$ cat config.mk
export PLATFORM = sky130hd
export DESIGN_NAME = qspi_flash_writer
export DESIGN_NICKNAME = d
export VERILOG_FILES = /design/src/rtl/qspi_wr_pkg.sv /design/src/rtl/qspi_wr_shifter.sv /design/src/rtl/qspi_flash_writer.sv
export SDC_FILE = /design/constraint.sdc
export NUM_CORES = 1
export LEC_CHECK = 0
export CORE_ASPECT_RATIO = 0.75
export CORE_MARGIN = 8
export CORE_UTILIZATION = 55
export CTS_BUF_LIST = sky130_fd_sc_hd__clkbuf_4 sky130_fd_sc_hd__clkbuf_8 sky130_fd_sc_hd__clkbuf_16
export DETAILED_ROUTE_END_ITERATION = 10
export HOLD_SLACK_MARGIN = 0.15
export PLACE_DENSITY = 0.77
export SETUP_SLACK_MARGIN = 0.5
export SLEW_MARGIN = 20
export SYNTH_ARGS = -nofsm -noshare
export SYNTH_HDL_FRONTEND = slang
export SYNTH_SLANG_ARGS = --single-unit
$ cat constraint.sdc
create_clock -name HCLK -period 5.24 [get_ports HCLK]
set_input_delay 1.048 -clock HCLK [delete_from_list [all_inputs] [get_ports HCLK]]
set_output_delay 1.048 -clock HCLK [all_outputs]
set_load 0.02 [all_outputs]
$ cat src/rtl/qspi_wr_pkg.sv
// ============================================================================
// Module : qspi_wr_pkg
// Brief  : Opcodes, register offsets, operation codes and FSM states shared
//          by the SPI flash programmer.
// Rev    : 1.0
// ============================================================================
`default_nettype none

package qspi_wr_pkg;

    localparam logic [7:0] c_OP_WREN = 8'h06;
    localparam logic [7:0] c_OP_PP   = 8'h02;
    localparam logic [7:0] c_OP_QPP  = 8'h32;
    localparam logic [7:0] c_OP_SE   = 8'h20;
    localparam logic [7:0] c_OP_RDSR = 8'h05;

    // HADDR[4:2] register decode; DATA0-3 occupy codes 4-7
    localparam logic [2:0] c_REG_ADDR   = 3'd0;
    localparam logic [2:0] c_REG_CTRL   = 3'd1;
    localparam logic [2:0] c_REG_STATUS = 3'd2;

    localparam logic [1:0] c_OPC_PROG  = 2'b01;
    localparam logic [1:0] c_OPC_ERASE = 2'b10;

    typedef enum logic [2:0] {
        S_IDLE   = 3'd0,
        S_WREN   = 3'd1,
        S_GAP    = 3'd2,
        S_CMD    = 3'd3,
        S_DATA   = 3'd4,
        S_RDSR_O = 3'd5,
        S_RDSR_I = 3'd6,
        S_CHECK  = 3'd7
    } state_t;

endpackage

`default_nettype wire

$ cat src/rtl/qspi_wr_shifter.sv
// ============================================================================
// Module : qspi_wr_shifter
// Brief  : SPI mode-0 bit engine: sck at HCLK/2, MSB-first out-shift (single
//          or quad), MISO capture. A load on the done cycle chains segments
//          inside one chip-select frame without a pause in sck.
// Rev    : 1.0
// ============================================================================
`default_nettype none

module qspi_wr_shifter (
    input  logic        HCLK,
    input  logic        HRESETn,
    input  logic        i_load,
    input  logic [31:0] i_data,
    input  logic [5:0]  i_nsck,
    input  logic        i_quad,
    input  logic        i_oe,
    input  logic        i_miso,
    output logic        o_done,
    output logic        o_sck,
    output logic        o_ce_n,
    output logic [3:0]  o_dout,
    output logic        o_douten,
    output logic [7:0]  o_rx
);

    logic        r_active;
    logic        r_sck;
    logic        r_quad;
    logic        r_oe;
    logic [5:0]  r_cnt;
    logic [31:0] r_sr;
    logic [7:0]  r_rx;
    logic        w_done;
    logic        w_load;

    // done marks the edge on which sck falls after the last rising edge
    assign w_done = r_active & r_sck & (r_cnt == 6'd1);
    assign w_load = i_load & (~r_active | w_done);

    always_ff @(posedge HCLK or negedge HRESETn) begin
        if (!HRESETn) begin
            r_active <= 1'b0;
            r_sck    <= 1'b0;
            r_quad   <= 1'b0;
            r_oe     <= 1'b0;
            r_cnt    <= 6'd0;
            r_sr     <= 32'h0;
            r_rx     <= 8'h0;
        end else begin
            if (r_active && r_sck) begin
                r_rx <= {r_rx[6:0], i_miso};
            end
            if (w_load) begin
                r_active <= 1'b1;
                r_sck    <= 1'b0;
                r_sr     <= i_data;
                r_cnt    <= i_nsck;
                r_quad   <= i_quad;
                r_oe     <= i_oe;
            end else if (r_active) begin
                r_sck <= ~r_sck;
                if (r_sck) begin
                    r_sr  <= r_quad ? {r_sr[27:0], 4'h0} : {r_sr[30:0], 1'b0};
                    r_cnt <= r_cnt - 6'd1;
                    if (r_cnt == 6'd1) begin
                        r_active <= 1'b0;
                    end
                end
            end
        end
    end

    assign o_done   = w_done;
    assign o_sck    = r_sck;
    assign o_ce_n   = ~r_active;
    assign o_douten = r_active & r_oe;
    assign o_rx     = r_rx;
    assign o_dout   = !r_active ? 4'b1100 :
                      r_quad    ? r_sr[31:28] : {3'b110, r_sr[31]};

endmodule

`default_nettype wire

$ cat src/rtl/qspi_flash_writer.sv
// ============================================================================
// Module : qspi_flash_writer
// Brief  : AHB-Lite programmer for external SPI flash: WREN, page program or
//          4 KB sector erase, then RDSR polling until WIP clears.
//          Define QSPI_WR_QUAD_EN for Quad Page Program (0x32) data phase.
// Rev    : 1.0
// ============================================================================
`default_nettype none

module qspi_flash_writer
    import qspi_wr_pkg::*;
#(
    parameter int POLL_GAP   = 4,
    parameter int LINE_BYTES = 16
) (
    input  logic        HCLK,
    input  logic        HRESETn,
    input  logic        HSEL,
    input  logic [31:0] HADDR,
    input  logic [1:0]  HTRANS,
    input  logic        HWRITE,
    input  logic [31:0] HWDATA,
    input  logic        HREADY,
    output logic        HREADYOUT,
    output logic [31:0] HRDATA,
    output logic        sck,
    output logic        ce_n,
    input  logic [3:0]  din,
    output logic [3:0]  dout,
    output logic        douten,
    output logic        busy
);

`ifdef QSPI_WR_QUAD_EN
    localparam logic [7:0] c_PROG_OP  = c_OP_QPP;
    localparam logic       c_QUAD     = 1'b1;
    localparam logic [5:0] c_BYTE_SCK = 6'd2;
`else
    localparam logic [7:0] c_PROG_OP  = c_OP_PP;
    localparam logic       c_QUAD     = 1'b0;
    localparam logic [5:0] c_BYTE_SCK = 6'd8;
`endif

    localparam int         c_WORDS    = LINE_BYTES / 4;
    localparam logic [7:0] c_GAP_LAST = 8'(POLL_GAP - 1);

    state_t      r_state;
    state_t      w_next;
    logic        r_ap_valid;
    logic        r_ap_write;
    logic [2:0]  r_ap_addr;
    logic [23:0] r_addr;
    logic [31:0] r_data [c_WORDS];
    logic [1:0]  r_op;
    logic [3:0]  r_len;
    logic [3:0]  r_idx;
    logic [7:0]  r_gap_cnt;
    logic        r_gap_to_cmd;
    logic        r_done;
    logic        r_err;

    logic        w_busy;
    logic        w_wr;
    logic        w_wr_locked;
    logic        w_start;
    logic        w_clr;
    logic        w_load;
    logic [31:0] w_ld_data;
    logic [5:0]  w_ld_nsck;
    logic        w_ld_quad;
    logic        w_ld_oe;
    logic        w_set_done;
    logic        w_sh_done;
    logic [7:0]  w_rx;
    logic [3:0]  w_byte_idx;
    logic [31:0] w_word;
    logic [7:0]  w_byte;
    logic [7:0]  w_opcode;
    logic        w_unused;

    assign w_busy      = (r_state != S_IDLE);
    assign w_wr        = r_ap_valid & r_ap_write;
    assign w_wr_locked = w_wr & ((r_ap_addr == c_REG_ADDR) | (r_ap_addr == c_REG_CTRL) | r_ap_addr[2]);
    assign w_start     = w_wr & ~w_busy & (r_ap_addr == c_REG_CTRL) &
                         ((HWDATA[1:0] == c_OPC_PROG) | (HWDATA[1:0] == c_OPC_ERASE));
    assign w_clr       = w_wr & (r_ap_addr == c_REG_STATUS);
    assign w_opcode    = (r_op == c_OPC_ERASE) ? c_OP_SE : c_PROG_OP;
    assign w_byte_idx  = (r_state == S_DATA) ? (r_idx + 4'd1) : 4'd0;
    assign w_word      = r_data[w_byte_idx[3:2]];
    assign w_byte      = w_word[{w_byte_idx[1:0], 3'b000} +: 8];
    assign w_unused    = &{1'b0, HADDR[31:5], HADDR[1:0], HTRANS[0], din[3:2], din[0]};

    always_ff @(posedge HCLK or negedge HRESETn) begin
        if (!HRESETn) begin
            r_ap_valid <= 1'b0;
            r_ap_write <= 1'b0;
            r_ap_addr  <= 3'd0;
        end else if (HREADY) begin
            r_ap_valid <= HSEL & HTRANS[1];
            if (HSEL && HTRANS[1]) begin
                r_ap_write <= HWRITE;
                r_ap_addr  <= HADDR[4:2];
            end
        end
    end

    always_ff @(posedge HCLK or negedge HRESETn) begin
        if (!HRESETn) begin
            r_addr <= 24'h0;
            r_op   <= 2'b00;
            r_len  <= 4'h0;
            r_done <= 1'b0;
            r_err  <= 1'b0;
            for (int i = 0; i < c_WORDS; i++) begin
                r_data[i] <= 32'h0;
            end
        end else begin
            if (w_wr && !w_busy && r_ap_addr == c_REG_ADDR) begin
                r_addr <= HWDATA[23:0];
            end
            if (w_wr && !w_busy && r_ap_addr[2]) begin
                r_data[r_ap_addr[1:0]] <= HWDATA;
            end
            if (w_start) begin
                r_op  <= HWDATA[1:0];
                r_len <= HWDATA[11:8];
            end
            // a set event on the same cycle as write-1-to-clear wins
            r_done <= w_set_done | (r_done & ~(w_clr & HWDATA[1]));
            r_err  <= (w_wr_locked & w_busy) | (r_err & ~(w_clr & HWDATA[2]));
        end
    end

    always_ff @(posedge HCLK or negedge HRESETn) begin
        if (!HRESETn) begin
            r_state      <= S_IDLE;
            r_idx        <= 4'd0;
            r_gap_cnt    <= 8'd0;
            r_gap_to_cmd <= 1'b0;
        end else begin
            r_state <= w_next;
            if (w_load && w_next == S_DATA) begin
                r_idx <= w_byte_idx;
            end
            // polls enter GAP one cycle late via CHECK, so start the count at 1
            if (w_next == S_GAP && r_state != S_GAP) begin
                r_gap_cnt    <= (r_state == S_CHECK) ? 8'd1 : 8'd0;
                r_gap_to_cmd <= (r_state == S_WREN);
            end else if (r_state == S_GAP) begin
                r_gap_cnt <= r_gap_cnt + 8'd1;
            end
        end
    end

    always_comb begin
        w_next     = r_state;
        w_load     = 1'b0;
        w_ld_data  = 32'h0;
        w_ld_nsck  = 6'd8;
        w_ld_quad  = 1'b0;
        w_ld_oe    = 1'b1;
        w_set_done = 1'b0;
        case (r_state)
            S_IDLE: begin
                if (w_start) begin
                    w_next    = S_WREN;
                    w_load    = 1'b1;
                    w_ld_data = {c_OP_WREN, 24'h0};
                end
            end
            S_WREN: begin
                if (w_sh_done) begin
                    w_next = S_GAP;
                end
            end
            S_GAP: begin
                if (r_gap_cnt == c_GAP_LAST) begin
                    w_load = 1'b1;
                    if (r_gap_to_cmd) begin
                        w_next    = S_CMD;
                        w_ld_data = {w_opcode, r_addr};
                        w_ld_nsck = 6'd32;
                    end else begin
                        w_next    = S_RDSR_O;
                        w_ld_data = {c_OP_RDSR, 24'h0};
                    end
                end
            end
            S_CMD, S_DATA: begin
                if (w_sh_done) begin
                    if ((r_state == S_CMD && r_op == c_OPC_PROG) ||
                        (r_state == S_DATA && r_idx != r_len)) begin
                        w_next    = S_DATA;
                        w_load    = 1'b1;
                        w_ld_data = {w_byte, 24'h0};
                        w_ld_nsck = c_BYTE_SCK;
                        w_ld_quad = c_QUAD;
                    end else begin
                        w_next = S_GAP;
                    end
                end
            end
            S_RDSR_O: begin
                if (w_sh_done) begin
                    w_next  = S_RDSR_I;
                    w_load  = 1'b1;
                    w_ld_oe = 1'b0;
                end
            end
            S_RDSR_I: begin
                if (w_sh_done) begin
                    w_next = S_CHECK;
                end
            end
            S_CHECK: begin
                if (w_rx[0]) begin
                    w_next = S_GAP;
                end else begin
                    w_next     = S_IDLE;
                    w_set_done = 1'b1;
                end
            end
            default: w_next = S_IDLE;
        endcase
    end

    qspi_wr_shifter u_shifter (
        .HCLK     (HCLK),
        .HRESETn  (HRESETn),
        .i_load   (w_load),
        .i_data   (w_ld_data),
        .i_nsck   (w_ld_nsck),
        .i_quad   (w_ld_quad),
        .i_oe     (w_ld_oe),
        .i_miso   (din[1]),
        .o_done   (w_sh_done),
        .o_sck    (sck),
        .o_ce_n   (ce_n),
        .o_dout   (dout),
        .o_douten (douten),
        .o_rx     (w_rx)
    );

    always_comb begin
        HRDATA = 32'h0;
        if (r_ap_addr[2]) begin
            HRDATA = r_data[r_ap_addr[1:0]];
        end else if (r_ap_addr == c_REG_ADDR) begin
            HRDATA = {8'h0, r_addr};
        end else if (r_ap_addr == c_REG_STATUS) begin
            HRDATA = {29'h0, r_err, r_done, w_busy};
        end
    end

    assign HREADYOUT = 1'b1;
    assign busy      = w_busy;

endmodule

`default_nettype wire
==> results of run 1 <==
[layer usage]
metal | part of all wire, % | vias to the layer above
met1 | 45 | 4383
li1 | - | 3740
met4 | 2.3 | 0
met3 | 8.5 | 59
met5 | 0 | -
met2 | 45 | 360
[cell type report]
class,instances,area (sq um)
Multi-Input combinational cell,684,5690
Inverter,16,60.1
Sequential cell,223,5580
Tap cell,288,360
Clock buffer,40,747
Timing Repair Buffer,95,926
Fill cell,1603,7590
[synth_stat cells, types with 3 or more instances]
| master | number |
|---|---|
| ha_1 | 4 |
| a21oi_1 | 48 |
| and3_1 | 3 |
| a22o_1 | 24 |
| mux2i_1 | 30 |
| inv_1 | 16 |
| xnor2_1 | 3 |
| nor3_1 | 9 |
| mux4_2 | 37 |
| mux2_2 | 169 |
| nand2_1 | 83 |
| nand2b_1 | 4 |
| o211ai_1 | 4 |
| a211oi_1 | 3 |
| xor2_1 | 11 |
| a31oi_1 | 10 |
| buf_2 | 21 |
| nand3b_1 | 3 |
| and2_1 | 15 |
| o21a_1 | 5 |
| nor2_2 | 3 |
| nor2b_1 | 8 |
| dfrtp_1 | 223 |
| o21ai_0 | 39 |
| nor4_1 | 8 |
| nor4bb_1 | 3 |
| nor3b_1 | 3 |
| o21ai_1 | 21 |
| o22ai_1 | 10 |
| nand3_1 | 14 |
| nor2_1 | 53 |
| nor3_2 | 4 |
| buf_4 | 8 |
| a41oi_1 | 3 |
| buf_1 | 6 |
| clkbuf_1 | 32 |
| o221ai_1 | 3 |
| nor3b_2 | 3 |
[placed cells by master, fill, tap and decap left out, types with 10 or more instances in the layout]
cell	netlist	routed
clkdlybuf4s50_1	0	77
clkbuf_16	0	23
nand2_1	83	83
and2_1	15	15
clkbuf_4	0	10
a21oi_1	48	48
mux2_2	169	169
a31oi_1	10	10
dfrtp_1	223	221
mux4_2	37	37
xor2_1	11	11
o22ai_1	10	10
nor2_1	53	53
o21ai_1	21	21
buf_4	8	16
nand3_1	14	13
a22o_1	24	24
mux2i_1	30	30
o21ai_0	39	39
inv_1	16	16
[state kept, by name, indices dropped and copies added (netlist names), 3 cells and up]
signal,cells
r_addr,24
r_ap_addr,3
r_data,128
r_gap_cnt,8
r_idx,4
r_len,4
r_state,3
u_shifter.r_cnt,6
u_shifter.r_sr,32
[cell families (layout without fill, tap and decap cells)]
group	after synthesis	count (layout)
compound gates	191	191
xor+xnor	16	16
fa+ha+maj	4	4
buf+inv	83	151
flops	223	223
mux	237	237
other cells	2	4
simple gates	232	232
[how the worst max path moves through the flow]
stage	cells after the start	end	slack, ns
after global routing	4	HRDATA[7]	0.97
final	4	HRDATA[7]	1.10
after floorplan	5	HRDATA[15]	2.35
after global placement	8	u_shifter.r_sr[29]$_DFFE_PN0P_	1.47
after CTS	4	HRDATA[7]	1.06
after detailed placement	8	u_shifter.r_sr[3]$_DFFE_PN0P_	1.41
[metrics by stage]
| step | area [sq um] | power (W) | std cells | hold slack (ns) |
|---|---|---|---|---|
| global placement | 12600 | 0.00242 | 1306 | 0.465 |
| finish | 13400 | 0.00401 | 1346 | 0.494 |
| global route | 13400 | 0.00414 | 1346 | 0.525 |
| detailed placement | 12600 | 0.00242 | 1306 | 0.476 |
| floorplan | 11600 | 0.00216 | 990 | 0.457 |
| CTS | 13400 | 0.00403 | 1346 | 0.491 |
[power groups by stage]
stage          Clock (W)  Sequential [W]  Combinational (W)
2_1_floorplan          0         0.00182           0.000337
3_3_place_gp           0         0.00186           0.000553
3_5_place_dp           0         0.00187           0.000555
4_1_cts          0.00164         0.00184           0.000560
5_1_grt          0.00171         0.00185           0.000591
6_report         0.00162         0.00184           0.000555
[worst register-to-register path: cells and delay by family, from the launching register on]
family / cells / cell delay [ns]
XOR/XNOR: 1 / 0.17
AND/OR/NAND/NOR: 2 / 1.11
flip-flops: 1 / 0.72
AO/OA/AOI/OAI: 4 / 1.25
==> flow_metrics.env, run 1 <==
export IMPL_status="finished clean"
export IMPL_ctsResizeCount=0
export IMPL_vdd_drop_max_mv=0.235
export IMPL_p_clk_share_pct=40.4
export IMPL_end_kind="output pin"
export IMPL_numClockSinks=223
export IMPL_drcViolationCount=0
export IMPL_die_x_um=184
export IMPL_grt_overflow_total=0
export IMPL_row_count=46
export IMPL_min_to="u_shifter.r_oe$_DFFE_PN0P_"
export IMPL_synth_largest_area_cell="dfrtp_1"
export IMPL_ant_nets=0
export IMPL_synth_seq_area_share_pct=48.1
export IMPL_cts_max_level=1
export IMPL_vias=8542
export IMPL_path_clk_slew_ns=0.07
export IMPL_post_route_period_util_pct=79.0
export IMPL_port_buffers=78
export IMPL_synth_simple_area_share_pct=10.1
export IMPL_pwr_share_comb_pct=13.8
export IMPL_synth_async_reset_ratio_pct=100
export IMPL_die_h_um=142
export IMPL_nNetsFinal=1121
export IMPL_hp_class="register to register"
export IMPL_core_sq_mm=0.0210
export IMPL_postSynthAreaPerCell_sq_um=11.8
export IMPL_cts_hold_buffers=0
export IMPL_grt_pass1_vias=8614
export IMPL_antenna_found_initial=0
export IMPL_hold_depth=1
export IMPL_fmax_mhz=242
export IMPL_pin_count=116
export IMPL_fin_skew_ns=0.0141
export IMPL_p_switching_w=0.00100
export IMPL_synth_compound_area_share_pct=10.4
export IMPL_intPower_w=0.00301
export IMPL_gp_congestion=0.855
export IMPL_cp_slowest_cell="dfrtp_2"
export IMPL_place_ws_ns=1.41
export IMPL_start_util_pct=55.4
export IMPL_setup_viol=0
export IMPL_period_minus_slack_ns=4.14
export IMPL_cts_tree="yes"
export IMPL_cp_max_fo=23
export IMPL_arrival_ns=3.09
export IMPL_powerDensity_mw_per_mm2=300
export IMPL_synth_fa_ha_area_share_pct=0.431
export IMPL_drt_wl_total_um=30600
export IMPL_path_buf_inv=2
export IMPL_tns_ns=0
export IMPL_hp_start="u_shifter.r_oe$_DFFE_PN0P_"
export IMPL_avgRoutedWirePerCell_um=22.7
export IMPL_leakage_nw=5.86
export IMPL_timing_rr_start="r_idx[0]$_DFFE_PN0P_"
export IMPL_worst_slew_pin_slew_ns=1.06
export IMPL_synthesis_area_sq_mm=0.0116
export IMPL_cts_buffers=22
export IMPL_slew_viol_final=0
export IMPL_startpoint="r_ap_addr[0]$_DFFE_PN0P_"
export IMPL_insertion_delay_ns=0.51
export IMPL_r2r_cells=7
export IMPL_swShare_pct=25.0
export IMPL_vias_per_cell=6.35
export IMPL_setup_ws_ns=1.10
export IMPL_synthMuxAreaShare_pct=26.3
export IMPL_grt_max_degree=122
export IMPL_met3_usage_pct=5.26
export IMPL_rsz0062_at_grt="no"
export IMPL_crit_path_cell_trace="buf_4 > mux4_2 > a22o_1 > clkdlybuf4s50_1"
export IMPL_synthesis_instances=988
export IMPL_dp_hpwl_um=19600
export IMPL_cts_root_buf="clkbuf_16"
export IMPL_drt_initial_drc_count=897
export IMPL_reg2reg_setup_slack_ns=1.90
export IMPL_met1_usage_pct=34.1
export IMPL_max_stage_delay_ns=0.83
export IMPL_synth_edf_count=0
export IMPL_finalHoldViolCount=0
export IMPL_maxCapViolCount=0
export IMPL_seq_power_share_pct=45.8
export IMPL_grt_util_met2_pct=36.2
export IMPL_dieArea_sq_mm=0.0261
export IMPL_critical_path_class="register to output pin"
export IMPL_track_usage_pct=23.8
export IMPL_synth_seq_cells=223
export IMPL_synthToLayoutAreaGrowth_pct=15.1
export IMPL_yosysTopAreaCellShare_pct=48.1
export IMPL_cts_setup_buffers=0
export IMPL_slew_headroom_pct=29.3
export IMPL_required_ns=4.19
export IMPL_critPathLaunchType="register"
export IMPL_synth_area_leaders="dfrtp_1 48%, mux2_2 16%, mux4_2 7.2%"
export IMPL_r2r_end="u_shifter.r_sr[1]$_DFFE_PN0P_"
export IMPL_ys_warn_count=0
export IMPL_drtPass1Iterations=6
export IMPL_ys_types=68
export IMPL_clockBufferDepth=3
export IMPL_synth_top_family_by_area="multiplexers"
export IMPL_finish_utilization_pct=63.8
export IMPL_num_antenna_cells=0
export IMPL_ys_flop_type="dfrtp_1"
export IMPL_synth_xor_area_share_pct=1.43
export IMPL_drive_above_1_share_pct=26.9
export IMPL_crit_family="buffers and inverters"
export IMPL_busiest_layer="met2"
export IMPL_grt_pass1_wl_um=49200
(Power assumes the default switching activity.)
==> inputs of run 2 (changes only) <==
--- a/config.mk
+++ b/config.mk
@@ -7,7 +7,7 @@
 export LEC_CHECK = 0
 export CORE_ASPECT_RATIO = 0.75
 export CORE_MARGIN = 8
-export CORE_UTILIZATION = 55
+export CORE_UTILIZATION = 52
 export CTS_BUF_LIST = sky130_fd_sc_hd__clkbuf_4 sky130_fd_sc_hd__clkbuf_8 sky130_fd_sc_hd__clkbuf_16
 export DETAILED_ROUTE_END_ITERATION = 10
 export HOLD_SLACK_MARGIN = 0.15
==> constraint.sdc (replaced) <==
create_clock -name HCLK -period 3.6 [get_ports HCLK]
set_input_delay 0.72 -clock HCLK [delete_from_list [all_inputs] [get_ports HCLK]]
set_output_delay 0.72 -clock HCLK [all_outputs]
set_load 0.02 [all_outputs]
==> run 2 against run 1 <==
Wire length rose by 4.9%; largest cell class unchanged; register-to-register slack lost 1.3 ns; largest power group unchanged; highest routed layer unchanged; count of clock-buffer cells in the layout is 7 lower; sequential share of layout area shrank 0.93 points.
==> flow_metrics.env, run 2 (same netlist as run 1, synthesis figures left out) <==
export IMPL_swShare_pct=25.8
export IMPL_setup_viol=0
export IMPL_cts_root_buf="clkbuf_16"
export IMPL_finalHoldViolCount=0
export IMPL_layout_common_cells="221 x dfrtp_1, 169 x mux2_2, 82 x nand2_1"
export IMPL_slew_headroom_pct=26.6
export IMPL_tns_ns=0
export IMPL_critPathLaunchType="register"
export IMPL_vdd_drop_max_mv=0.399
export IMPL_drcViolationCount=0
export IMPL_cts_max_level=1
export IMPL_cts_buffers=23
export IMPL_r2r_cells=8
export IMPL_antenna_found_initial=1
export IMPL_vias=8775
export IMPL_num_antenna_cells=0
export IMPL_critical_path_class="register to output pin"
export IMPL_nNetsFinal=1145
export IMPL_grt_overflow_total=0
export IMPL_arrival_ns=2.52
export IMPL_p_clk_share_pct=41.7
export IMPL_grt_max_degree=86
export IMPL_port_buffers=78
export IMPL_leakage_nw=6.18
export IMPL_power_w=0.00601
export IMPL_fillers=1718
export IMPL_largest_registers="r_data (128), u_shifter.r_sr (32), r_addr (24)"
export IMPL_rsz0062_at_grt="yes"
export IMPL_pin_count=116
export IMPL_intPower_w=0.00446
export IMPL_gp_congestion=0.923
export IMPL_drt_initial_drc_count=905
export IMPL_drive_above_1_share_pct=28.9
export IMPL_place_area_sq_mm=0.0128
export IMPL_pwr_share_comb_pct=14.4
export IMPL_r2r_end="u_shifter.r_sr[24]$_DFFE_PN0P_"
export IMPL_row_count=47
export IMPL_slew_viol_final=0
export IMPL_fin_area_sq_mm=0.0137
export IMPL_track_usage_pct=22.7
export IMPL_numClockSinks=223
export IMPL_fmax_mhz=309
export IMPL_final_common_cell="dfrtp_1"
export IMPL_required_ns=2.88
export IMPL_powerDensity_mw_per_mm2=439
export IMPL_grt_pass1_vias=8997
export IMPL_ant_nets=0
export IMPL_end_kind="output pin"
export IMPL_die_h_um=145
export IMPL_endpoint="HRDATA[21]"
export IMPL_drt_wl_total_um=32100
export IMPL_core_sq_mm=0.0220
export IMPL_multi_input_area_sq_mm=0.00574
export IMPL_seq_power_share_pct=43.9
export IMPL_die_x_um=189
export IMPL_post_route_period_util_pct=89.9
export IMPL_start_util_pct=52.8
export IMPL_timing_rr_start="r_idx[3]$_DFFE_PN0P_"
export IMPL_maxCapViolCount=0
export IMPL_regMostFlops="r_data"
export IMPL_path_clk_slew_ns=0.06
export IMPL_period_minus_slack_ns=3.24
export IMPL_worst_slew_pin_slew_ns=1.10
export IMPL_reg2reg_setup_slack_ns=0.64
export IMPL_status="finished clean"
export IMPL_drtPass1Iterations=5
export IMPL_cts_hold_buffers=0
export IMPL_startpoint="r_ap_addr[0]$_DFFE_PN0P_"
export IMPL_synthToLayoutAreaGrowth_pct=17.8
export IMPL_clockBufferDepth=3
export IMPL_avgRoutedWirePerCell_um=23.3
export IMPL_p_switching_w=0.00155
export IMPL_largest_reg_flops=128
export IMPL_cp_max_fo=15
export IMPL_final_cell_count_no_fill=1377
export IMPL_vias_per_cell=6.37
export IMPL_fin_skew_ns=0.0252
export IMPL_place_inst=1327
export IMPL_seqCellArea_sq_mm=0.00559
export IMPL_grt_pass1_wl_um=50400
export IMPL_hp_class="input port to async pin"
export IMPL_dp_hpwl_um=21100
export IMPL_dieArea_sq_mm=0.0274
export IMPL_insertion_delay_ns=0.53
export IMPL_cts_tree="yes"
==> run 2: cell types whose count changed in the layout (fill, tap and decap cells not counted), moves of 4 or more <==
cell	before	now
buf_12	1	5
buf_4	16	31
clkbuf_4	10	5
clkdlybuf4s50_1	77	47
clkinv_2	0	4
dlygate4sd2_1	0	26
dlymetal6s2s_1	0	4
==> run 2: repair_timing <==
item,4_1_cts,5_1_grt
setup buffers,4,2
pin swaps,0,1
endpoints found under the setup margin,33,8
gates resized for setup,32,9
gates cloned,0,2
==> run 2: metal layers <==
metal,wire [um],GRT usage [%],vias up
met5,0,0,-
met4,909,6.24,0
met3,2780,5.34,64
met2,14600,34.5,416
met1,13800,32.1,4498
li1,-,-,3797
==> run 2: through the flow <==
stage	util, %	setup WS, ns	hold WS, ns
after floorplan	-	1.03	0.424
after global placement	58.1	0.444	0.469
after detailed placement	58.1	0.361	0.476
after CTS	61.9	0.382	0.226
after global routing	62.2	0.291	0.251
final	62.2	0.364	0.199
==> run 2: worst min path at each step <==
stage	startpoint	end
detailed placement	u_shifter.r_oe$_DFFE_PN0P_	u_shifter.r_oe$_DFFE_PN0P_
global placement	u_shifter.r_oe$_DFFE_PN0P_	u_shifter.r_oe$_DFFE_PN0P_
finish	HRESETn	r_gap_cnt[3]$_DFFE_PN0P_
global route	HRESETn	r_gap_cnt[3]$_DFFE_PN0P_
floorplan	HRESETn	r_addr[0]$_DFFE_PN0P_
CTS	HRESETn	r_gap_to_cmd$_DFFE_PN0P_
==> run 2: power groups by stage <==
stage | Combinational, W | Sequential (W) | Clock [W]
floorplan | 0.000490 | 0.00265 | 0
detailed placement | 0.000856 | 0.00270 | 0
CTS | 0.000857 | 0.00264 | 0.00253
finish | 0.000863 | 0.00264 | 0.00251
global route | 0.000919 | 0.00265 | 0.00265
global placement | 0.000854 | 0.00269 | 0
==> run 2: critical path: stages, from the launching register on <==
cell	delay (ns)
dfrtp_4	0.53
buf_12	0.18
nor3_4	0.20
buf_4	0.17
buf_2	0.33
a22o_1	0.24
dlygate4sd2_1	0.35
==> run 2: final cells by class <==
class	instances	share of cell area [%]
Clock buffer	33	4.98
Inverter	16	0.439
Tap cell	294	2.69
Sequential cell	223	40.8
Multi-Input combinational cell	685	42.0
Timing Repair Buffer	117	8.21
Clock inverter	9	0.841
==> inputs of run 3 (changes only) <==
--- a/config.mk
+++ b/config.mk
@@ -7,11 +7,12 @@
 export LEC_CHECK = 0
 export CORE_ASPECT_RATIO = 0.75
 export CORE_MARGIN = 8
-export CORE_UTILIZATION = 52
+export CORE_UTILIZATION = 55
 export CTS_BUF_LIST = sky130_fd_sc_hd__clkbuf_4 sky130_fd_sc_hd__clkbuf_8 sky130_fd_sc_hd__clkbuf_16
 export DETAILED_ROUTE_END_ITERATION = 10
+export DONT_BUFFER_PORTS = 1
 export HOLD_SLACK_MARGIN = 0.15
-export PLACE_DENSITY = 0.77
+export PLACE_DENSITY = 0.73
 export SETUP_SLACK_MARGIN = 0.5
 export SLEW_MARGIN = 20
 export SYNTH_ARGS = -nofsm -noshare
==> run 3 against run 2 <==
The run now ends with hold timing left; wire length decreased by 5.3%; via count decreased by 6.7%; sequential cell count unchanged; hold slack got worse by 0.30 ns; critical path depth decreased by 3; clock power about the same; total power decreased by 4.0%; register-to-register slack improved by 0.10 ns; worst setup slack improved by 0.23 ns; non-clock buffer count decreased by 88; first-iteration DRC count decreased by 19%; critical endpoint is now HRDATA[8]; largest cell class unchanged; highest routed layer unchanged.
==> flow_metrics.env, run 3 (same netlist as run 1, synthesis figures left out) <==
export IMPL_powerDensity_mw_per_mm2=451
export IMPL_cts_buffers=23
export IMPL_vdd_drop_max_mv=0.392
export IMPL_seq_power_share_pct=46.2
export IMPL_synthToLayoutAreaGrowth_pct=10.1
export IMPL_drive_above_1_share_pct=30.3
export IMPL_required_ns=2.88
export IMPL_clockBufferDepth=3
export IMPL_port_buffers=0
export IMPL_hp_class="input port to async pin"
export IMPL_intPower_w=0.00435
export IMPL_p_switching_w=0.00141
export IMPL_cp_slowest_cell="dfrtp_4"
export IMPL_setup_viol=0
export IMPL_cts_tree="yes"
export IMPL_timing_rr_start="r_state[2]$_DFF_PN0_"
export IMPL_slew_viol_final=0
export IMPL_grt_max_degree=224
export IMPL_grt_overflow_total=0
export IMPL_max_stage_delay_ns=0.67
export IMPL_avgRoutedWirePerCell_um=23.7
export IMPL_regMostFlops="r_data"
export IMPL_crit_path_cell_trace="buf_6 > mux4_2 > a22o_1"
export IMPL_cts_root_buf="clkbuf_16"
export IMPL_status="finished with violations"
export IMPL_antenna_found_initial=0
export IMPL_arrival_ns=2.28
export IMPL_period_minus_slack_ns=3.00
export IMPL_pin_count=116
export IMPL_gp_congestion=0.829
export IMPL_drtPass1Iterations=5
export IMPL_maxCapViolCount=0
export IMPL_numClockSinks=223
export IMPL_startpoint="r_ap_addr[1]$_DFFE_PN0P_"
export IMPL_tns_ns=0
export IMPL_grt_pass1_wl_um=47900
export IMPL_slew_headroom_pct=37.9
export IMPL_row_count=46
export IMPL_rsz0062_at_grt="yes"
export IMPL_end_kind="output pin"
export IMPL_timing_hold_ws_ns=-0.0969
export IMPL_drcViolationCount=0
export IMPL_finalHoldViolCount=186
export IMPL_final_cell_count_no_fill=1281
export IMPL_fin_skew_ns=0.0186
export IMPL_vias=8187
export IMPL_drt_initial_drc_count=736
export IMPL_post_route_period_util_pct=83.5
export IMPL_largest_reg_flops=128
export IMPL_layout_common_cells="220 x dfrtp_1, 169 x mux2_2, 82 x nand2_1"
export IMPL_path_clk_slew_ns=0.06
export IMPL_die_h_um=142
export IMPL_pwr_share_comb_pct=10.7
export IMPL_cts_max_level=1
export IMPL_start_util_pct=55.4
export IMPL_insertion_delay_ns=0.52
export IMPL_place_inst=1236
export IMPL_dp_hpwl_um=19800
export IMPL_grt_pass1_vias=8167
export IMPL_cp_max_fo=23
export IMPL_drt_wl_total_um=30400
export IMPL_fmax_mhz=333
export IMPL_core_sq_mm=0.0210
export IMPL_violations="hold timing"
export IMPL_dieArea_sq_mm=0.0261
export IMPL_track_usage_pct=23.6
export IMPL_largest_registers="r_data (128), u_shifter.r_sr (32), r_addr (24)"
export IMPL_nNetsFinal=1056
export IMPL_vias_per_cell=6.39
export IMPL_critical_path_class="register to output pin"
export IMPL_swShare_pct=24.5
export IMPL_die_x_um=184
export IMPL_num_antenna_cells=0
export IMPL_ant_nets=0
export IMPL_p_clk_share_pct=43.1
export IMPL_final_common_cell="dfrtp_1"
export IMPL_leakage_nw=5.65
export IMPL_critPathLaunchType="register"
export IMPL_worst_slew_pin_slew_ns=0.930
## run 3: changes by cell type in the layout (fill, tap and decap cells not counted), sizes merged, moves of 2 or more
cell           previous run  this run
buf                      40        29
clkbuf                   33        35
clkdlybuf4s50            47         0
clkinv                    4         2
dlygate4sd2              26         0
dlymetal6s2s              4         0
## run 3: power groups by stage
stage | Combinational, W | Sequential (W) | Clock [W]
after floorplan | 0.000490 | 0.00265 | 0
after detailed placement | 0.000562 | 0.00272 | 0
final | 0.000615 | 0.00266 | 0.00249
after global routing | 0.000647 | 0.00267 | 0.00262
after global placement | 0.000557 | 0.00272 | 0
after CTS | 0.000615 | 0.00266 | 0.00252
## run 3: layer usage
| metal | track usage [%] | routed length [um] |
|---|---|---|
| met1 | 32.8 | 13100 |
| met2 | 37.3 | 14100 |
| met3 | 5.49 | 2630 |
| met4 | 5.08 | 522 |
| met5 | 0 | 0 |
## run 3: cell type report
cell class                      count  area (sq um)
Clock buffer                       35           703
Clock inverter                      6          86.3
Fill cell                        1697          8170
Inverter                           16          60.1
Multi-Input combinational cell    684          5710
Sequential cell                   223          5590
Tap cell                          288           360
Timing Repair Buffer               29           272
## run 3: worst paths after layout
kind / cells after the start / slack, ns / endpoint
max: 3 / 0.60 / HRDATA[8]
min: 0 / -0.1 / r_gap_cnt[2]$_DFFE_PN0P_
max reg2reg: 7 / 0.74 / u_shifter.r_sr[26]$_DFFE_PN0P_
min reg2reg: 1 / 0.50 / u_shifter.r_oe$_DFFE_PN0P_
max in group asynchronous: 0 / 3.20 / r_ap_addr[0]$_DFFE_PN0P_
min in group HCLK: 1 / 0.29 / r_op[0]$_DFFE_PN0P_
## run 3: what timing repair did
item | in CTS | in global routing
setup endpoints to repair | 28 | 34
setup buffers | 4 | 0
resized for setup | 3 | 5
endpoints found under the hold margin | 223 | 223
## run 3: stage by stage
stage          hold slack [ns]  util (%)  worst slack (ns)  power [W]  area (sq um)
2_1_floorplan            0.424         -              1.03    0.00314         11600
3_3_place_gp             0.434      56.8             0.757    0.00327         11900
3_5_place_dp             0.435      56.8             0.698    0.00328         11900
4_1_cts                 -0.108      60.9             0.507    0.00580         12800
5_1_grt                 -0.109      61.0             0.472    0.00594         12800
6_report               -0.0969      61.0             0.596    0.00577         12800
## run 3: critical path: cells and delay by family, from the launching register on
kind                   cells  cell delay [ns]
buffers and inverters      1             0.35
muxes                      1             0.41
DFF                        1             0.67
AOI/OAI and AO/OA          1             0.31
